## src/rtl/freq_detect.sv

```systemverilog
// freq_detect: hysteretic rising-zero-crossing pitch detector; averages 2^AVG_LOG2 periods, converts to Hz with a 24-step divider.
// freq_valid rises 26 clks after the completing crossing; no backpressure. Optional FREQ_DETECT_ROUND_EN rounds the quotient to nearest.
module freq_detect #(
  parameter int CLK_HZ     = 1000000,
  parameter int HYST       = 256,
  parameter int AVG_LOG2   = 2,
  parameter int MIN_PERIOD = 250,
  parameter int MAX_PERIOD = 20000
) (
  input  logic        clk,
  input  logic        rst,
  input  logic [15:0] sample_in,
  input  logic        sample_en,
  output logic [11:0] freq_out,
  output logic        freq_valid,
  output logic        locked,
  output logic        busy
);

  localparam int AW = 15 + AVG_LOG2;
  localparam int NW = AVG_LOG2 + 1;

  localparam logic [NW-1:0]       N_LAST   = NW'((1 << AVG_LOG2) - 1);
  localparam logic [23:0]         DIVIDEND = 24'(CLK_HZ << AVG_LOG2);
  localparam logic signed [15:0]  POS_TH   = 16'(HYST);
  localparam logic signed [15:0]  NEG_TH   = 16'(-HYST);
  localparam logic [14:0]         MIN_P    = 15'(MIN_PERIOD);
  localparam logic [14:0]         MAX_P    = 15'(MAX_PERIOD);

  localparam logic [1:0] SEEK = 2'd0;
  localparam logic [1:0] MEAS = 2'd1;
  localparam logic [1:0] DIV  = 2'd2;
  localparam logic [1:0] OUT  = 2'd3;

  logic [1:0]         state;
  logic               armed;
  logic [14:0]        cnt;
  logic [AW-1:0]      acc;
  logic [NW-1:0]      n;

  logic [AW-1:0]      divisor;
  logic [AW-1:0]      rem;
  logic [23:0]        dvd_sr;
  logic [23:0]        quo;
  logic [4:0]         bit_cnt;
  logic               div_run;

  logic signed [15:0] smp;
  logic               is_low;
  logic               is_high;
  logic               evt;
  logic               accepted;
  logic               tmo;
  logic [14:0]        cnt_inc;
  logic [14:0]        cnt_nxt;
  logic [AW-1:0]      acc_sum;
  logic [23:0]        dividend_ld;
  logic [AW:0]        rem_sh;
  logic               rem_ge;
  logic [AW-1:0]      rem_sub;
  logic [11:0]        quo_sat;

  assign smp     = sample_in;
  assign is_low  = (smp <= NEG_TH);
  assign is_high = (smp >= POS_TH);
  assign evt     = sample_en && armed && is_high;

  // cnt_inc is the period of a crossing on this sample: it includes the event sample itself
  assign cnt_inc  = (cnt >= MAX_P) ? MAX_P : cnt + 15'd1;
  assign accepted = evt && ((state == SEEK) || (cnt_inc >= MIN_P));
  assign cnt_nxt  = !sample_en ? cnt : (accepted ? 15'd0 : cnt_inc);
  assign tmo      = (state == MEAS) && (cnt_nxt >= MAX_P);
  assign acc_sum  = acc + AW'(cnt_inc);

`ifdef FREQ_DETECT_ROUND_EN
  assign dividend_ld = DIVIDEND + 24'(divisor >> 1);
`else
  assign dividend_ld = DIVIDEND;
`endif

  // Restoring step; the true difference always fits AW bits, so the low bits are exact
  assign rem_sh  = {rem, dvd_sr[23]};
  assign rem_ge  = (rem_sh >= {1'b0, divisor});
  assign rem_sub = rem_sh[AW-1:0] - divisor;
  assign quo_sat = (quo > 24'd4095) ? 12'hFFF : quo[11:0];

  assign busy = div_run;

  always_ff @(posedge clk) begin
    if (rst) begin
      state      <= SEEK;
      armed      <= 1'b0;
      cnt        <= '0;
      acc        <= '0;
      n          <= '0;
      divisor    <= '0;
      rem        <= '0;
      dvd_sr     <= '0;
      quo        <= '0;
      bit_cnt    <= '0;
      div_run    <= 1'b0;
      freq_out   <= '0;
      freq_valid <= 1'b0;
      locked     <= 1'b0;
    end else begin
      freq_valid <= 1'b0;

      if (sample_en) begin
        if (evt)
          armed <= 1'b0;
        else if (is_low)
          armed <= 1'b1;
      end
      cnt <= cnt_nxt;

      case (state)
        SEEK: begin
          if (accepted)
            state <= MEAS;
        end

        MEAS: begin
          if (accepted) begin
            if (n == N_LAST) begin
              divisor <= acc_sum;
              acc     <= '0;
              n       <= '0;
              state   <= DIV;
            end else begin
              acc <= acc_sum;
              n   <= n + NW'(1);
            end
          end else if (tmo) begin
            freq_out   <= '0;
            locked     <= 1'b0;
            freq_valid <= 1'b1;
            acc        <= '0;
            n          <= '0;
            state      <= SEEK;
          end
        end

        DIV: begin
          // First DIV cycle loads the dividend; the next 24 produce one quotient bit each
          if (!div_run) begin
            dvd_sr  <= dividend_ld;
            rem     <= '0;
            quo     <= '0;
            bit_cnt <= '0;
            div_run <= 1'b1;
          end else begin
            dvd_sr  <= {dvd_sr[22:0], 1'b0};
            quo     <= {quo[22:0], rem_ge};
            rem     <= rem_ge ? rem_sub : rem_sh[AW-1:0];
            bit_cnt <= bit_cnt + 5'd1;
            if (bit_cnt == 5'd23) begin
              div_run <= 1'b0;
              state   <= OUT;
            end
          end
        end

        OUT: begin
          freq_out   <= quo_sat;
          locked     <= 1'b1;
          freq_valid <= 1'b1;
          state      <= MEAS;
        end

        default: state <= SEEK;
      endcase
    end
  end

endmodule

```

## config.mk

```make
export PLATFORM = sky130hd
export DESIGN_NAME = freq_detect
export DESIGN_NICKNAME = d
export VERILOG_FILES = /design/src/rtl/freq_detect.sv
export SDC_FILE = /design/constraint.sdc
export NUM_CORES = 1
export LEC_CHECK = 0
export CAP_MARGIN = 20
export CORE_MARGIN = 1.5
export CORE_UTILIZATION = 25
export DETAILED_ROUTE_END_ITERATION = 8
export PLACE_DENSITY = 0.36
export SLEW_MARGIN = 0
export SYNTH_ARGS = -nofsm -noshare
export SYNTH_HDL_FRONTEND = slang
export SYNTH_SLANG_ARGS = --single-unit
```

## constraint.sdc

```tcl
create_clock -name clk -period 10.49 [get_ports clk]
set_clock_uncertainty 0.15 [all_clocks]
set_input_delay 3.147 -clock clk [delete_from_list [all_inputs] [get_ports clk]]
set_output_delay 3.147 -clock clk [all_outputs]
set_load 0.01 [all_outputs]
```

* Word-level counts from Yosys, hierarchy flattened *
Cells that the tools add are included.

operators by class
  equal/unequal tests = 12
  multiplexer cells = 35
  reduce and logical (&&, ||, !) cells = 14
  add/subtract/negate cells = 5
  order comparisons = 7

operators with widths
  cell                                                                                   number
  17-bit 2-to-1 mux                                                                      5
  24-bit 2-to-1 mux                                                                      2
  15-bit 2-to-1 mux                                                                      3
  12-bit 2-to-1 mux                                                                      3
  15-bit greater-or-equal comparator, second input constant                              2
  24-bit by 12-bit greater-than comparator with 1-bit output, second input constant      1
  12-bit one-hot mux with 2 select lines                                                 1
  18-bit by 17-bit greater-or-equal comparator with 1-bit output                         1
  17-bit by 15-bit adder with 17-bit output                                              1
  17-bit subtractor                                                                      1
  16-bit by 10-bit greater-or-equal comparator with 1-bit output, second input constant  1
  16-bit by 9-bit <= comparator with 1-bit output, second input constant                 1
  15-bit by 1-bit adder with 15-bit output, second input constant                        1
  15-bit by 8-bit greater-or-equal comparator with 1-bit output, second input constant   1
  2-bit 2-to-1 mux                                                                       6
  2-bit != test, second input constant                                                   5
  3-bit 2-to-1 mux                                                                       3
  1-bit 2-to-1 mux                                                                       8
  2-bit one-hot mux with 4 select lines                                                  1
  3-bit AND reduction                                                                    2
  2-bit nonzero test                                                                     3
  5-bit by 1-bit adder with 5-bit output, second input constant                          1
  5-bit == test, second input constant                                                   1
  5-bit 2-to-1 mux                                                                       1
  other kinds (12)                                                                       18

word-level totals
  input bits = 19
  output and inout port bits = 15
  register bits after elaboration = 140
  logic and storage cells = 87

* Longest topological paths before layout *
Gate-level depths: netlist of run 1.

  depth in word-level cells = 12
  mapped depth = 16
  gate-level depth less buffers = 14

* Worst setup path before layout of run 1 *
OpenSTA, ideal clock, no wires.

  path type = input -> register
  from = in sample_in[10]
  to = reg state[0]
  data arrival time = 4.905 ns
  setup time = 0.121 ns
  cell stages on the path = 8
  buffers on the path = 0
  required time = 10.219 ns
  setup slack = 5.314 ns
  cell sequence = nor4_1 > a211o_1 > and2_1 > a21oi_1 > nor3_2 > a21oi_1 > a21oi_1 > mux2_2

on the way
  word-level cells in the longest chain between the ends = 9
  elaborated cells between the ends (all ways) = 13
  those cells by class = order compare (2); eq/ne (3); mux (4); reduce/logical (4)

ends and longest elaborated chain
  what                                                              line  source
  from (decl)                                                       12    input logic [15:0] sample_in,
  16-bit by 10-bit greater-or-equal comparator with 1-bit output *  65    assign is_high = (smp >= POS_TH);
  1-bit logical AND *                                               66    assign evt = sample_en && armed && is_high;
  1-bit logical AND *                                               70    assign accepted = evt && ((state == SEEK) || (cnt_inc >= MIN_P));
  15-bit 2-to-1 mux (2 in a row)                                    71    assign cnt_nxt = !sample_en ? cnt : (accepted ? 15'd0 : cnt_inc);
  15-bit greater-or-equal comparator                                72    assign tmo = (state == MEAS) && (cnt_nxt >= MAX_P);
  1-bit logical AND                                                 72
  3-bit != test (no line)                                           n/a
  5-bit AND reduction (no line)                                     n/a
  to (signal assigned)                                              91    state <= SEEK;
  to (signal assigned)                                              119   state <= MEAS;
  to (signal assigned)                                              128   state <= DIV;
  to (decl)                                                         35    logic [1:0] state;

Mark *: on every way between the ends. The rest lies on a longest branch, timed or not.
A chain may end at the register's enable or synchronous reset.

* Final worst setup path of run 1 *
  from = in sample_en
  to = reg freq_out[0]

on the way
  word-level cells in the longest chain between the ends = 9
  elaborated cells between the ends (all ways) = 10
  those cells by class = order compare (1); eq/ne (2); mux (2); reduce/logical (5)

ends and longest elaborated chain
  what                                line  source
  from (decl)                         13    input logic sample_en,
  1-bit logical AND (2 in a row)      66
  1-bit logical AND                   70
  15-bit 2-to-1 mux (2 in a row)      71
  15-bit greater-or-equal comparator  72
  1-bit logical AND                   72
  2-bit != test (no line)             n/a
  3-bit AND reduction (no line) *     n/a
  to (signal assigned)                164   freq_out <= quo_sat;
  to (decl)                           14    output logic [11:0] freq_out,

Marked as above.

==> results of run 1 <==
-- power by group through the flow --
stage | clock (mW) | combinational, mW | sequential [mW]
floorplan | 0 | 0.0354 | 0.517
global placement | 0 | 0.0557 | 0.518
detailed placement | 0 | 0.0547 | 0.518
CTS | 0.656 | 0.0550 | 0.507
global route | 0.678 | 0.0609 | 0.507
finish | 0.636 | 0.0539 | 0.507
-- cell usage in the layout, fill, tap and decap left out, types with 7 or more instances in the layout --
master	count
nand2b_1	8
a21oi_1	53
nand3_1	24
buf_4	8
a22o_1	27
a31oi_1	7
xnor2_1	20
clkdlybuf4s50_1	32
clkbuf_16	17
xor2_1	14
dfxtp_1	132
inv_1	44
a22oi_1	31
nand2_1	72
nor2_1	89
a21o_1	10
ha_1	40
nor2b_1	7
o21ai_0	34
nor3_1	16
nand4_1	8
a211oi_1	11
mux2i_1	21
or3_1	9
o21ai_1	8
nor4_1	11
o31ai_1	7
or2_2	20
-- synth_stat cells (all sizes together), types with 3 or more instances --
library cell	instances
or2	20
a31oi	7
a2111oi	4
nand3b	4
a22oi	31
o21ai	42
a211oi	14
nand4	9
xnor2	20
nand2	72
mux2	3
a21boi	3
a211o	3
nor4	14
o22ai	4
or3	9
ha	40
nor2b	7
a311oi	3
and2	6
mux2i	21
o21bai	5
nor2	89
o21a	5
a22o	27
xor2	14
a32oi	3
clkbuf	28
buf	20
inv	44
a21o	10
a21oi	53
nand2b	8
o31ai	7
a2bb2oi	3
nor3	18
dfxtp	132
o211ai	6
nand3	24
and3	5
-- per-layer routing --
metal | wire (µm) | share of wire | up-vias | global-route usage
met1 | 10500 | 0.52 | 2889 | 0.201
met4 | 280 | 0.014 | 0 | 0.0427
li1 | - | - | 3142 | -
met3 | 567 | 0.028 | 22 | 0.0250
met5 | 0 | 0 | - | 0
met2 | 8670 | 0.43 | 90 | 0.208
-- how the worst max path moves through the flow --
stage | endpoint | start | cells after the start
floorplan | state[0] | sample_in[10] | 8
global placement | acc[16] | sample_en | 9
detailed placement | acc[16] | sample_en | 9
CTS | acc[16] | sample_en | 9
global route | freq_out[1] | sample_en | 9
finish | freq_out[0] | sample_en | 9
-- flip-flops by register name, indices dropped and copies added, names as in the netlist, 2 cells and up --
name      flops
dvd_sr       16
cnt          15
divisor      17
freq_out     12
bit_cnt       5
n             3
acc          17
rem          17
state         2
quo          24
-- layout make-up --
| class | count | area (µm²) | share of cell area |
|---|---|---|---|
| clock inverters | 14 | 188 | 0.0219 |
| flip-flops and latches | 132 | 2640 | 0.308 |
| well taps | 384 | 480 | 0.0561 |
| inverters | 44 | 165 | 0.0193 |
| multi-input cells | 640 | 4260 | 0.497 |
| repair buffers | 42 | 403 | 0.0470 |
| clock buffers | 18 | 429 | 0.0501 |
-- stage by stage --
stage                     area [µm²]   util  hold WS (ns)
after CTS                       8550  0.298         0.310
after floorplan                 7280      -         0.280
final                           8570  0.299         0.309
after detailed placement        7930  0.276         0.301
after global placement          7930  0.276         0.298
after global routing            8570  0.299         0.325
-- cells by family after synthesis --
logic type      synth area share
xor+xnor                  0.0409
compound gates             0.236
simple gates               0.198
buf+inv                   0.0519
fa+ha+maj                 0.0770
flops                      0.363
mux                       0.0335
-- critical path, delay by kind of cell --
family	cells	cell delay, ns
AOI/OAI and AO/OA	5	1.62
buffers and inverters	2	1.28
and+or+nand+nor	2	0.33
==> run metrics, run 1 <==
setup slack after layout around 4.3 ns; register area share after synthesis 0.363; clk sinks 132; CTS tree done; Tot Pwr between 1 and 1.5 mW; Die ar. a little over 30000 µm²; pre-CTS WS slightly below 4 ns; maximum clock frequency 162 MHz; r2r setup slk between 5 and 6 ns; register bit total from synthesis 132; Rows 62; Worst Hold Path EP divisor[8]; FF-to-FF Start cnt[7]; WP data arrival approximately 6.4 ns; Main synth FF type dfxtp_1; startpoint class of the critical path input port; Placed Cells ~1.2k; fin cells 1274; Post-synth EDFFs 0; Max-Cap Viols 0; total CTS buffers 17; combinational fraction of design power 0.045; Routed Antenna Nets 0; wire length per cell 15.7 µm; vias a little over 6k; dpl hpwl between 10000 and 15000 µm; Antenna diodes 0; Die Width 174 µm; CTS max path bufs 2; Via density slightly below 5; 1st-iter DRT viols ~360; Psw approximately 0.29 mW; global-route wire length before repair ~33000 µm; final worst path period need between 6 and 7 ns; top fanout value on the critical path 16; area growth from synthesis to final layout 17.7%; Distinct cells, synth 75; worst r2r dst acc[15]; initial antenna violation count 0; starting density of the core 0.254; P_int 0.905 mW; Setup Fix Bufs, Post-CTS 0; IO Count 34; slew margin rel. 0.358; Post-Route WL 20000 µm; switching portion of total power 0.244; GR Overflow Total 0; main area contributors after synthesis dfxtp_1 (36%), ha_1 (6.9%), nor2_1 (4.6%), nand2_1 (3.7%), a21oi_1 (3.6%); Avg Inst Size Synth roughly 8.4 µm²; Root Driver clkbuf_16; R2R cell count 12; Setup CP Type input port to flop; vias in the first global route 6065; Clock power frac 0.531; share of Yosys cell area claimed by the top area cell type 0.363; cts hold-fix bufs 0; Post-Syn Instances roughly 860; critical path endpoint category flop; H-tree depth 4; CP cell instances clkdlybuf4s50_1 -> inv_1 -> o41ai_1 -> and3_1 -> a21oi_1 -> nor2_1 -> a21o_1 -> a211oi_2 -> a22o_1; drt first pass iters 5; final routed DRC violation total 0; share of layout cells above drive strength 1 0.0899; hold path depth 2; chip height 174 µm; Pwr Density roughly 140 nW/µm²; Syn Nets between 900 and 1k; largest stage delay on the critical path 0.73 ns; min-delay src divisor[8]; dominant cell type by area after synthesis dfxtp_1; leakage power about 3.1 nW; Finish-stage setup viols 0; Final Hold Vio Count 0; Critical Path RT roughly 11 ns; post-CTS sizing 0; path category of the worst min-delay check flop to flop; maximum vdd ir drop just over 0.1 mV; gr usage total 0.139; Flop pwr share 0.424; synthesized area around 7300 µm²; total number of yosys warnings 0; Placer Congestion between 0.7 and 0.8; fraction of registers with async set/reset 0; Reg clk slew, reported paths approximately 0.060 ns; Worst-Margin Slew about 0.96 ns; worst skew pair latency ~0.43 ns; Max Slew Vio Count 0; # nets final approximately 940; fill cell count 3077; RSZ-0062 raised after global routing false; Worst path slowest cell clkdlybuf4s50_1; number of port buffers 33; Period Utilization, post-route 0.589; Total Neg Setup Slack 0 ns; status finished, final reports clean; core area about 29000 µm²; largest net degree at the start of global routing 52
No activity file was read; power rests on OpenSTA's default activity.
==> inputs of run 2 (changes only) <==
PLACE_DENSITY = 0.37   (was 0.36)
clock period = 5.3 ns   (was 10.49 ns; I/O delays follow)
==> run 2 against run 1 <==
Net effect:
- combinational power is 100% higher
- routed wire length increased by 0.55%
- final cell count rose by 0.39%
- clock power rose by 78%
==> run metrics, run 2 (synthesis results as in run 1) <==
post-CTS sizing 0 (unchanged); CTS max path bufs 2 (unchanged); Finish-stage setup viols 0 (unchanged); dpl hpwl 14300 µm (+0.32%); IO Count 34 (unchanged); FF-to-FF Start cnt[1]; Die Width 174 µm (unchanged); CTS tree done; Setup CP Type flop to flop; Total Neg Setup Slack 0 ns (unchanged); cts hold-fix bufs 0 (unchanged); wire length per cell 15.7 µm (+0.16%); top fanout value on the critical path 8 (-8); Reg clk slew, reported paths 0.07 ns (about the same); r2r setup slk 0.89 ns (-4.96 ns); number of port buffers 33 (unchanged); area growth from synthesis to final layout 17.2%; startpoint class of the critical path flop; worst skew pair latency 0.43 ns (about the same); share of layout cells above drive strength 1 0.0961 (+0.00620); WP data arrival 4.60 ns (-1.79 ns); R2R cell count 13 (+1); maximum clock frequency between 200 and 250 MHz; Rows 62 (unchanged); chip height 174 µm (unchanged); Top reg by flops quo; maximum vdd ir drop 0.179 mV (+76%); buffer and inverter count on the worst path 0 (-2); vias in the first global route 6188 (+2.0%); critical path's top delay family compound AO/OA/AOI/OAI gates; Max Slew Vio Count 0 (unchanged); CP cell instances ha_1 -> nand3_1 -> or3_1 -> a21oi_1 -> ha_1 -> o21ai_0 -> o21bai_1 -> a41oi_1 -> maj3_1 -> o21ai_1 -> a31oi_1 -> or4_1 -> o311ai_1; CP dominant cell by count ha_1; hold path depth 2 (unchanged); Antenna diodes 0 (unchanged); Final Hold Vio Count 0 (unchanged); Worst-Margin Slew 0.909 ns (-0.0480 ns); Post-Route WL 20100 µm (+0.55%); Setup Fix Bufs, Post-CTS 0 (unchanged); Max-Cap Viols 0 (unchanged); Routed Antenna Nets 0 (unchanged); worst r2r dst divisor[15]; status finished, final reports clean; Via density 4.82 (about the same); # nets final 943 (+0.53%); H-tree depth 4 (unchanged); vias 6168 (+0.41%); path category of the worst min-delay check flop to flop; global-route wire length before repair 33700 µm (+0.91%); slew margin rel. 0.390 (+0.0322); initial antenna violation count 0 (unchanged); min-delay src divisor[2]; commonest non-fill, non-tap cell in the layout dfxtp_1; RSZ-0062 raised after global routing false; Worst path slowest cell or4_1; critical path endpoint category flop; Period Utilization, post-route 0.832; starting density of the core 0.254 (unchanged); drt first pass iters 5 (unchanged); largest net degree at the start of global routing 62 (+19%); final routed DRC violation total 0 (unchanged); Placer Congestion 0.746 (-3.7%); Worst Hold Path EP divisor[2]; Critical Path RT 5.49 ns (-5.21 ns); final worst path period need about 4.4 ns; Die ar. 30200 µm² (unchanged); gr usage total 0.140 (+0.000682); GR Overflow Total 0 (unchanged); Root Driver clkbuf_16; final hold slack 0.308 ns (-0.000720 ns); clk sinks 132 (unchanged); CP Launch Point cnt[1]; leakage power 3.13 nW (-0.10%); total CTS buffers 17 (unchanged); largest stage delay on the critical path 0.48 ns (-0.25 ns); Pwr Density 263 nW/µm² (+88%); 1st-iter DRT viols 363 (unchanged); leading cell types in the layout, fill and taps excluded dfxtp_1 (132), nor2_1 (88), nand2_1 (72); max FFs per register 24 (unchanged); core area 28700 µm² (unchanged)
==> run 2: cell types whose count changed in the layout (fill, tap and decap cells not counted) <==
| cell | previous run | this run |
|---|---|---|
| bufinv_16 | 3 | 0 |
| clkinv_2 | 0 | 2 |
| nor2_2 | 0 | 1 |
| buf_6 | 2 | 0 |
| clkinv_4 | 1 | 3 |
| clkinvlp_4 | 3 | 2 |
| buf_4 | 8 | 15 |
| nor2_1 | 89 | 88 |
==> run 2: report_power, final <==
group,internal [mW],switching [mW],total (mW)
registers,0.997,0.00613,1.00
clock network,0.612,0.520,1.13
logic,0.0414,0.0676,0.109
total,1.65,0.594,2.24
==> run 2: per-stage QoR <==
stage / setup slack, ns / power [mW] / instance area (µm²) / util / instances
after floorplan: 1.68 / 1.09 / 7280 / - / 864
after global placement: 0.528 / 1.14 / 7990 / 0.278 / 1247
after detailed placement: 0.480 / 1.14 / 7990 / 0.278 / 1247
after CTS: 0.850 / 2.28 / 8530 / 0.297 / 1279
after global routing: 0.503 / 2.34 / 8530 / 0.297 / 1279
final: 0.891 / 2.24 / 8530 / 0.297 / 1279
==> run 2: worst register-to-register path: stages (launching register included) <==
cell and delay [ns]:
dfxtp_1 0.47, ha_1 0.38, nand3_1 0.28, or3_1 0.44
a21oi_1 0.39, ha_1 0.22, o21ai_0 0.10, o21bai_1 0.22
a41oi_1 0.23, maj3_1 0.42, o21ai_1 0.25, a31oi_1 0.17
or4_1 0.48, o311ai_1 0.09
==> run 2: worst max path at each step <==
stage | cells after the start | end | slack, ns
5_1_grt | 13 | divisor[15] | 0.50
6_report | 13 | divisor[15] | 0.89
3_3_place_gp | 9 | freq_out[9] | 0.53
2_1_floorplan | 8 | state[0] | 1.68
3_5_place_dp | 9 | freq_out[11] | 0.48
4_1_cts | 13 | divisor[15] | 0.85
==> run 2: metal layers <==
metal	wire length (µm)	vias to the layer above	global-route usage
met5	0	-	0
li1	-	3160	-
met3	606	18	0.0305
met2	8740	77	0.211
met4	276	0	0.0445
met1	10500	2913	0.197
==> run 2: final cells by class <==
type | count | area, µm²
fillers | 3126 | 20200
multi-input cells | 640 | 4270
flip-flops and latches | 132 | 2640
well taps | 384 | 480
repair buffers | 47 | 433
clock buffers | 18 | 429
inverters | 44 | 165
clock inverters | 14 | 118
==> inputs of run 3 (changes only) <==
PLACE_DENSITY = 0.36   (was 0.37)
clock period = 4.51 ns   (was 5.3 ns; I/O delays follow)
==> run 3 against run 2 <==
Net effect:
- routed wire length decreased by 0.74%
- clock power increased by 32%
- combinational power increased by 20%
- register-to-register slack got worse by 0.52 ns
- fmax increased by 6.6%
- first-iteration DRC count decreased by 14%
- die area unchanged
- largest cell class unchanged
==> run metrics, run 3 (synthesis results as in run 1) <==
Antenna diodes 0 (unchanged); Psw 0.730 mW (+23%); Die ar. 30200 µm² (unchanged); Rows 62 (unchanged); total CTS buffers 17 (unchanged); Total Neg Setup Slack 0 ns (unchanged); top fanout value on the critical path 12 (+4); RSZ-0062 raised after global routing false; status finished, final reports clean; Root Driver clkbuf_16; Routed Antenna Nets 0 (unchanged); gr usage total 0.139 (-0.000989); initial antenna violation count 0 (unchanged); Via density 4.77 (-1.2%); Tot Pwr 2.80 mW (+25%); # nets final 956 (+1.4%); largest net degree at the start of global routing 73 (+18%); wire length per cell 15.5 µm (-1.7%); Period Utilization, post-route 0.917 (+0.0851); GR Overflow Total 0 (unchanged); starting density of the core 0.254 (unchanged); area of the multi-input gates 4280 µm² (+0.23%); path category of the worst min-delay check flop to flop; vias 6159 (-0.15%); maximum clock frequency 242 MHz (+6.6%); Final Hold Vio Count 0 (unchanged); switching portion of total power 0.261 (-0.00401); maximum vdd ir drop 0.173 mV (-3.6%); leading cell types in the layout, fill and taps excluded dfxtp_1 (132), nor2_1 (88), nand2_1 (72); share of layout cells above drive strength 1 0.113 (+0.0173); Max-Cap Viols 0 (unchanged); CTS tree done; sequential cell area 2640 µm² (unchanged); clk sinks 132 (unchanged); Reg clk slew, reported paths 0.07 ns (about the same); Post-Route WL 20000 µm (-0.74%); Placer Congestion 0.745 (-0.13%); final hold slack 0.305 ns (-0.00286 ns); final worst path period need 4.14 ns (-0.273 ns); P_int 2.07 mW (+26%); Max Slew Vio Count 0 (unchanged); number of port buffers 33 (unchanged); core area 28700 µm² (unchanged); global-route wire length before repair 33400 µm (-1.0%); Setup CP Type flop to flop; Finish-stage setup viols 0 (unchanged); area growth from synthesis to final layout 19.8%; fin cells 1292 (+1.0%); 1st-iter DRT viols 312 (-14%); slew margin rel. 0.382 (-0.00780); critical path endpoint category flop; Critical Path RT 4.70 ns (-0.79 ns); CTS max path bufs 2 (unchanged); IO Count 34 (unchanged); drt first pass iters 5 (unchanged); dpl hpwl 14500 µm (+0.93%); max FFs per register 24 (unchanged); vias in the first global route 6102 (-1.4%); combinational fraction of design power 0.047 (-0.002); Worst-Margin Slew 0.922 ns (+0.0137 ns); fill cell count 3108 (-0.58%); Clock power frac 0.533 (+0.029); Die Width 174 µm (unchanged); Flop pwr share 0.420 (-0.027); Pwr Density 321 nW/µm² (+22%); worst skew pair latency 0.42 ns (about the same); Setup Fix Bufs, Post-CTS 0 (unchanged); leakage power 3.23 nW (+3.4%); Top reg by flops quo; chip height 174 µm (unchanged); commonest non-fill, non-tap cell in the layout dfxtp_1; Placed Cells 1260 (+1.0%); H-tree depth 4 (unchanged); final routed DRC violation total 0 (unchanged); startpoint class of the critical path flop; WP data arrival 4.33 ns (-0.27 ns)
[run 3: cell types whose count changed in the layout (fill, tap and decap cells not counted), moves of 2 or more]
| cell | before | now |
|---|---|---|
| clkinv_4 | 3 | 1 |
| clkinvlp_4 | 2 | 0 |
| clkinv_2 | 2 | 0 |
| clkinv_8 | 0 | 3 |
| buf_4 | 15 | 28 |
| bufinv_16 | 0 | 2 |
[run 3: worst max-delay path, stage by stage (launching register included)]
cell and delay [ns]:
dfxtp_1 0.36, nor4_2 0.63, o21ai_2 0.36, nor2_1 0.26, ha_1 0.28, a211oi_1 0.31
o21ai_0 0.19, a41oi_1 0.39, maj3_1 0.28, o21ai_1 0.11, a31oi_1 0.27, mux2_2 0.37
a21oi_1 0.11
[run 3: final cells by class]
type / instances / area share
well taps: 384 / 0.0551
clock buffers: 17 / 0.0488
inverters: 44 / 0.0189
clock inverters: 15 / 0.0234
flip-flops and latches: 132 / 0.303
repair buffers: 60 / 0.0608
multi-input cells: 640 / 0.490
[run 3: timing repair]
item / 4_1_cts / 5_1_grt
endpoints found under the setup margin: 0 / 5
hold buffers: 0 / 0
resized for setup: 0 / 3
[run 3: routing by layer]
metal / track usage / share of wire / up-vias
li1: - / - / 3186
met5: 0 / 0 / -
met4: 0.0345 / 0.0047 / 0
met3: 0.0248 / 0.022 / 4
met1: 0.197 / 0.53 / 2900
met2: 0.216 / 0.44 / 69
[run 3: power groups by stage]
stage | combinational [mW] | sequential, mW | clock, mW
floorplan | 0.0824 | 1.20 | 0
global placement | 0.134 | 1.21 | 0
detailed placement | 0.133 | 1.21 | 0
CTS | 0.133 | 1.18 | 1.54
global route | 0.146 | 1.18 | 1.59
finish | 0.131 | 1.18 | 1.49
[run 3: stage by stage]
| step | utilization | setup slack, ns | cell area, µm² |
|---|---|---|---|
| floorplan | - | 0.901 | 7280 |
| global placement | 0.282 | 0.0878 | 8080 |
| detailed placement | 0.282 | 0.148 | 8080 |
| CTS | 0.304 | 0.109 | 8710 |
| global route | 0.304 | 0.000990 | 8720 |
| finish | 0.304 | 0.374 | 8720 |
[run 3: path summary, 6_finish.rpt]
check,startpoint,to,slack [ns],cells after the start
max,cnt[8],acc[15],0.37,12
min,divisor[11],divisor[11],0.31,2
max reg2reg,cnt[8],acc[15],0.37,12
min reg2reg,divisor[11],divisor[11],0.31,2
